`config.mk`:
```
export PLATFORM = sky130hd
export DESIGN_NAME = bit_sync
export DESIGN_NICKNAME = d
export VERILOG_FILES = /design/src/rtl/bit_sync.sv
export SDC_FILE = /design/constraint.sdc
export NUM_CORES = 1
export LEC_CHECK = 0
export BUFFER_PORTS_ARGS = -buffer_cell sky130_fd_sc_hd__buf_2
export CORE_MARGIN = 2
export CORE_UTILIZATION = 25
export DETAILED_ROUTE_END_ITERATION = 16
export GPL_ROUTABILITY_DRIVEN = 1
export PLACE_DENSITY = 0.5
export SYNTH_ARGS = -nofsm -noshare
export SYNTH_HDL_FRONTEND = slang
export SYNTH_SLANG_ARGS = --single-unit
export TNS_END_PERCENT = 10
```
`constraint.sdc`:
```
create_clock -name CLK -period 1.11 [get_ports CLK]
set_input_delay 0.1665 -clock CLK [delete_from_list [all_inputs] [get_ports CLK]]
set_output_delay 0.1665 -clock CLK [all_outputs]
set_load 0.01 [all_outputs]
```
`src/rtl/bit_sync.sv`:
```
// ---------------------------------------------------------------------------
// bit_sync -- multi-bit CDC receiver for the destination (CLK) domain.
//
// A single-bit qualifier (BUS_ENABLE) is passed through a NUM_STAGES deep
// flip-flop synchronizer. A rising-edge detector on the synchronized level
// produces a one-cycle strobe. On that strobe the source bus, which the
// sender holds stable while BUS_ENABLE is high, is captured into SYNC_BUS.
//
// Parameters:
//   NUM_STAGES  depth of the BUS_ENABLE synchronizer chain (2..8)
//   BUS_WIDTH   width of UNSYNC_BUS / SYNC_BUS (1..64)
//
// Ports:
//   CLK           in   destination clock, rising edge
//   RST           in   synchronous reset, active low
//   UNSYNC_BUS    in   source-domain data, stable while BUS_ENABLE is high
//   BUS_ENABLE    in   asynchronous data-valid level from the source domain
//   SYNC_BUS      out  registered copy of UNSYNC_BUS, updated on the strobe
//   enable_pulse  out  one-cycle strobe, high when SYNC_BUS first shows data
//   SYNC_ENABLE   out  (only with BIT_SYNC_LEVEL_OUT_EN defined) synchronized
//                      level of BUS_ENABLE, i.e. the last chain stage
//
// Build option:
//   BIT_SYNC_LEVEL_OUT_EN  when defined, adds the SYNC_ENABLE output port.
// ---------------------------------------------------------------------------
module bit_sync #(
    parameter int NUM_STAGES = 3,
    parameter int BUS_WIDTH  = 8
) (
    input  logic                 CLK,
    input  logic                 RST,
    input  logic [BUS_WIDTH-1:0] UNSYNC_BUS,
    input  logic                 BUS_ENABLE,
    output logic [BUS_WIDTH-1:0] SYNC_BUS,
`ifdef BIT_SYNC_LEVEL_OUT_EN
    output logic                 SYNC_ENABLE,
`endif
    output logic                 enable_pulse
);

    generate
        if (NUM_STAGES < 2) begin : g_bad_stages
            $error("bit_sync: NUM_STAGES must be at least 2");
        end
        if (BUS_WIDTH < 1) begin : g_bad_width
            $error("bit_sync: BUS_WIDTH must be at least 1");
        end
    endgenerate

    logic [NUM_STAGES-1:0] r_sync_stages;
    logic                  r_pulse_flop;
    logic                  r_enable_pulse;
    logic [BUS_WIDTH-1:0]  r_sync_bus;
    logic                  w_sync_level;
    logic                  w_pulse_comb;

    // Plain shift chain: stage[0] samples the asynchronous level, nothing
    // sits between stages so each flop gets a full cycle to resolve.
    always_ff @(posedge CLK) begin
        if (!RST) begin
            r_sync_stages <= '0;
        end else begin
            r_sync_stages <= {r_sync_stages[NUM_STAGES-2:0], BUS_ENABLE};
        end
    end

    assign w_sync_level = r_sync_stages[NUM_STAGES-1];

    // Rising edge of the synchronized level; a held or falling level
    // yields no strobe.
    assign w_pulse_comb = w_sync_level & ~r_pulse_flop;

    always_ff @(posedge CLK) begin
        if (!RST) begin
            r_pulse_flop   <= 1'b0;
            r_enable_pulse <= 1'b0;
            r_sync_bus     <= '0;
        end else begin
            r_pulse_flop   <= w_sync_level;
            r_enable_pulse <= w_pulse_comb;
            // The bus is only looked at on the strobe, when the source is
            // guaranteed to be holding it stable.
            if (w_pulse_comb) begin
                r_sync_bus <= UNSYNC_BUS;
            end
        end
    end

    assign SYNC_BUS     = r_sync_bus;
    assign enable_pulse = r_enable_pulse;

`ifdef BIT_SYNC_LEVEL_OUT_EN
    assign SYNC_ENABLE  = w_sync_level;
`endif

endmodule

```
# Yosys cells after proc, flatten, opt, wreduce, memory -nomap -nowiden
# Cells that the tools add are included.
# word_totals
elab_cells,6
ram_bits,0
romBits,0
in_bits,11
regBits,13
output_inout_bits,9
latch_bits,0
n_memories,0
# classes
n_mul,0
eq_ne,0
bitwise,2
order_cmp,0
n_mux,0
shift,0
add_sub_neg,0
n_div,0
n_reduce_logical,0
# op_table
operator,n
$and A1 B1 Y1,1
$not A1 Y1,1

# Logic depth before layout (Yosys ltp)
# depth
word_depth,2
mapped_depth,3
ltp_nobuf,2

# Worst setup path before layout
# OpenSTA, ideal clock, no wires.
# synth_path
kind,register -> register
from,register r_sync_stages[2]
to,"register r_enable_pulse, in the netlist enable_pulse"
stages_incl_launch_ff,4
t_required_ns,0.994
synth_period_minus_slack_ns,0.821
t_arrival_ns,0.705
path_buffers,1
path_slack_ns,0.289
setup_ns,0.116
cell_sequence,dfxtp_1 nor2b_4 buf_6 and2_2
# synth_between
elab_chain_cells,1
# synth_rtl
element,line_no,rtl
from (decl),50,logic [NUM_STAGES-1:0] r_sync_stages;
from (signal assigned),63,"r_sync_stages <= {r_sync_stages[NUM_STAGES-2:0], BUS_ENABLE};"
$and A1 B1 Y1,71,assign w_pulse_comb = w_sync_level & ~r_pulse_flop;
to (signal assigned),80,r_enable_pulse <= w_pulse_comb;
to (decl),52,logic r_enable_pulse;
# Every way passes these cells.
# A chain may end at the register's enable or synchronous reset.

# Worst setup path after layout
# layout_path
from,register r_sync_stages[2]
to,"register r_sync_bus[6], in the netlist SYNC_BUS[6]"
# layout_between
elab_chain_cells,1
# layout_rtl
element,line_no,rtl
$and A1 B1 Y1,71,
to (signal assigned),77,r_sync_bus <= '0;
to (signal assigned),84,r_sync_bus <= UNSYNC_BUS;
to (decl),53,logic [BUS_WIDTH-1:0] r_sync_bus;
# Every way passes these cells.

==> results.sh <==
export IMPL_outcome="completed"
export IMPL_crit_type="reg2reg"
export IMPL_cts_post_setup_buffers_inserted=0
export IMPL_yosysMostFrequentCell="nand2_1"
export IMPL_async_reset_ff_frac=0
export IMPL_synth_mux_area_frac=0.171
export IMPL_fillers=182
export IMPL_grtUsageMet2=0.108
export IMPL_cts_sinks=13
export IMPL_period_needed_ns=0.959
export IMPL_hold_class="in2reg"
export IMPL_cp_start_kind="register"
export IMPL_vias_per_cell=3.81
export IMPL_worstPathRequired_ns=1.32
export IMPL_ys_flop_type="dfxtp_1"
export IMPL_synth_top_family_by_area="simple AND/OR/NAND/NOR gates"
export IMPL_critPathBufInv=0
export IMPL_final_area_sq_um=602
export IMPL_regArea_sq_um=260
export IMPL_finClkSkew_ns=0.00269
export IMPL_drt_pass1_iterations=2
export IMPL_clock_fmax_mhz=1040
export IMPL_power_switching_mw=0.186
export IMPL_multi_input_area_sq_um=188
export IMPL_end_kind="register"
export IMPL_finalCritPeriodShare=0.864
export IMPL_top_usage_layer="met1"
export IMPL_final_hold_violation_count=0
export IMPL_syn_to_final_growth_pct=28.3
export IMPL_path_clk_slew_ns=0.08
export IMPL_synth_xor_area_frac=0
export IMPL_gp_congestion=0.615
export IMPL_worstPathCellList="nor2b_4 > mux2i_1"
export IMPL_drt_iter0_markers=4
export IMPL_htree_levels=1
export IMPL_synth_area_per_cell_sq_um=10.2
export IMPL_max_cap_violations=0
export IMPL_clkLatencyLatePin_ns=0.27
export IMPL_die_area_sq_um=2240
export IMPL_synth_largest_area_cell="dfxtp_1"
export IMPL_syn_instance_count=46
export IMPL_antenna_left=0
export IMPL_die_height_um=47.3
export IMPL_cts_path_max_buffers=2
export IMPL_wire_per_inst_um=8.85
export IMPL_timing_final_max_slew_violations=0
export IMPL_rows=15
export IMPL_num_vias=347
export IMPL_synth_edf_count=0
export IMPL_drt_drc_violations_left=0
export IMPL_netlist_area_sq_um=469
export IMPL_start_util=0.269
export IMPL_setup_violations=0
export IMPL_synth_adder_area_share=0
export IMPL_synth_top_area_share=0.555
export IMPL_synth_yosys_seq_area_share=0.555
export IMPL_grt_overflow=0
export IMPL_hold_buffers=0
export IMPL_post_cts_resized=0
export IMPL_cp_max_fo=9
export IMPL_slew_headroom=0.775
export IMPL_n_antenna_cell=0
export IMPL_synth_warnings=0
export IMPL_synth_seq_cells=13
export IMPL_sw_frac_of_total=0.225
export IMPL_gr_usage_met1=0.129
export IMPL_synth_simple_area_share=0.229
export IMPL_grt_setup_unrepaired="false"
export IMPL_ys_types=8
export IMPL_power_leakage_nw=0.275
export IMPL_die_width_um=47.3
export IMPL_drive_above_1_share=0.394
export IMPL_core_sq_um=1750
export IMPL_wirelength_um=805
export IMPL_grt_pass1_wl_mm=1.38
export IMPL_cp_slowest_cell="nor2b_4"
export IMPL_internal_power_mw=0.641
export IMPL_critical_path_top_delay_family="simple AND/OR/NAND/NOR gates"
export IMPL_dp_hpwl_um=525
export IMPL_cts_buffers=3
export IMPL_met3_usage=0.0692
export IMPL_power_density_nw_per_um2=1370
export IMPL_r2r_slack_ns=0.15
export IMPL_clockRootBuffer="clkbuf_4"
export IMPL_yosys_top_cells_count="nand2_1 (16), dfxtp_1 (13), mux2i_1 (8), and2_1 (3)"
export IMPL_ios=20
export IMPL_grt_max_degree=22
export IMPL_ir_drop_mv=0.837
export IMPL_portBuffers=19
export IMPL_grt_pass1_vias=309
export IMPL_crit_arrival_ns=1.17
export IMPL_tightest_slew_ns=0.337
export IMPL_track_usage=0.0935
export IMPL_p_clk_frac=0.346
export IMPL_setup_tns_ns=0
export IMPL_antenna_found_initial=0
export IMPL_cts_tree="yes"
export IMPL_pwr_share_seq=0.583
export IMPL_cp_slowest_stage_delay_ns=0.34
export IMPL_place_area_sq_um=574
export IMPL_comb_power_share=0.071
export IMPL_nets=78
export IMPL_synth_compound_area_frac=0
export IMPL_synth_area_top_cells="dfxtp_1 (55%), mux2i_1 (17%), nand2_1 (13%)"
export IMPL_synth_nets=57
-- registers in the layout, summed over array words and instances (netlist names) --
signal and cells:
SYNC_BUS 8, r_sync_stages 3, enable_pulse 1, r_pulse_flop 1
-- layout make-up --
cell class                      instances  area share
Clock buffer                            3      0.0374
Clock inverter                          1     0.00832
Multi-Input combinational cell         30       0.312
Sequential cell                        13       0.432
Tap cell                               25      0.0520
Timing Repair Buffer                   19       0.158
-- path summary, 6_finish.rpt --
| kind | from | endpoint | depth (start not counted) |
|---|---|---|---|
| worst max register to register | r_sync_stages[2] | SYNC_BUS[6] | 2 |
| worst max-delay path | r_sync_stages[2] | SYNC_BUS[6] | 2 |
| worst min register to register | r_sync_stages[0] | r_sync_stages[1] | 1 |
| worst min-delay path | BUS_ENABLE | r_sync_stages[0] | 2 |
-- metal layers --
metal,vias up,routed length (um)
met2,15,333
met4,0,0
li1,183,-
met5,-,0
met1,149,400
met3,0,70
-- cell families after synthesis --
kind of cell           count (synthesis)
DFF                                   13
and+or+nand+nor                       22
muxes                                  8
buffers and inverters                  3
-- power groups by stage --
stage / registers [mW] / clock network [mW] / logic [mW]
finish: 0.482 / 0.286 / 0.0587
global route: 0.484 / 0.338 / 0.0674
CTS: 0.482 / 0.300 / 0.0600
detailed placement: 0.493 / 0 / 0.0595
global placement: 0.493 / 0 / 0.0594
floorplan: 0.496 / 0 / 0.0320
-- placed cells by master, fill, tap and decap left out, drive strengths merged --
master  Yosys  routed
mux2i       8       8
nor2b       1       1
buf         3      19
dfxtp      13      13
clkinv      0       1
nand2      16      16
clkbuf      0       3
and2        5       5
-- through the flow --
step	setup slack [ns]	instances	util	hold WS (ns)	total power [mW]
4_1_cts	0.145	91	0.345	0.0899	0.842
2_1_floorplan	0.289	46	-	0.294	0.528
3_5_place_dp	0.166	87	0.329	0.385	0.553
3_3_place_gp	0.188	87	0.329	0.382	0.552
5_1_grt	0.0661	91	0.345	0.0863	0.890
6_report	0.151	91	0.345	0.0949	0.827
No activity file was read; power rests on OpenSTA's default activity.
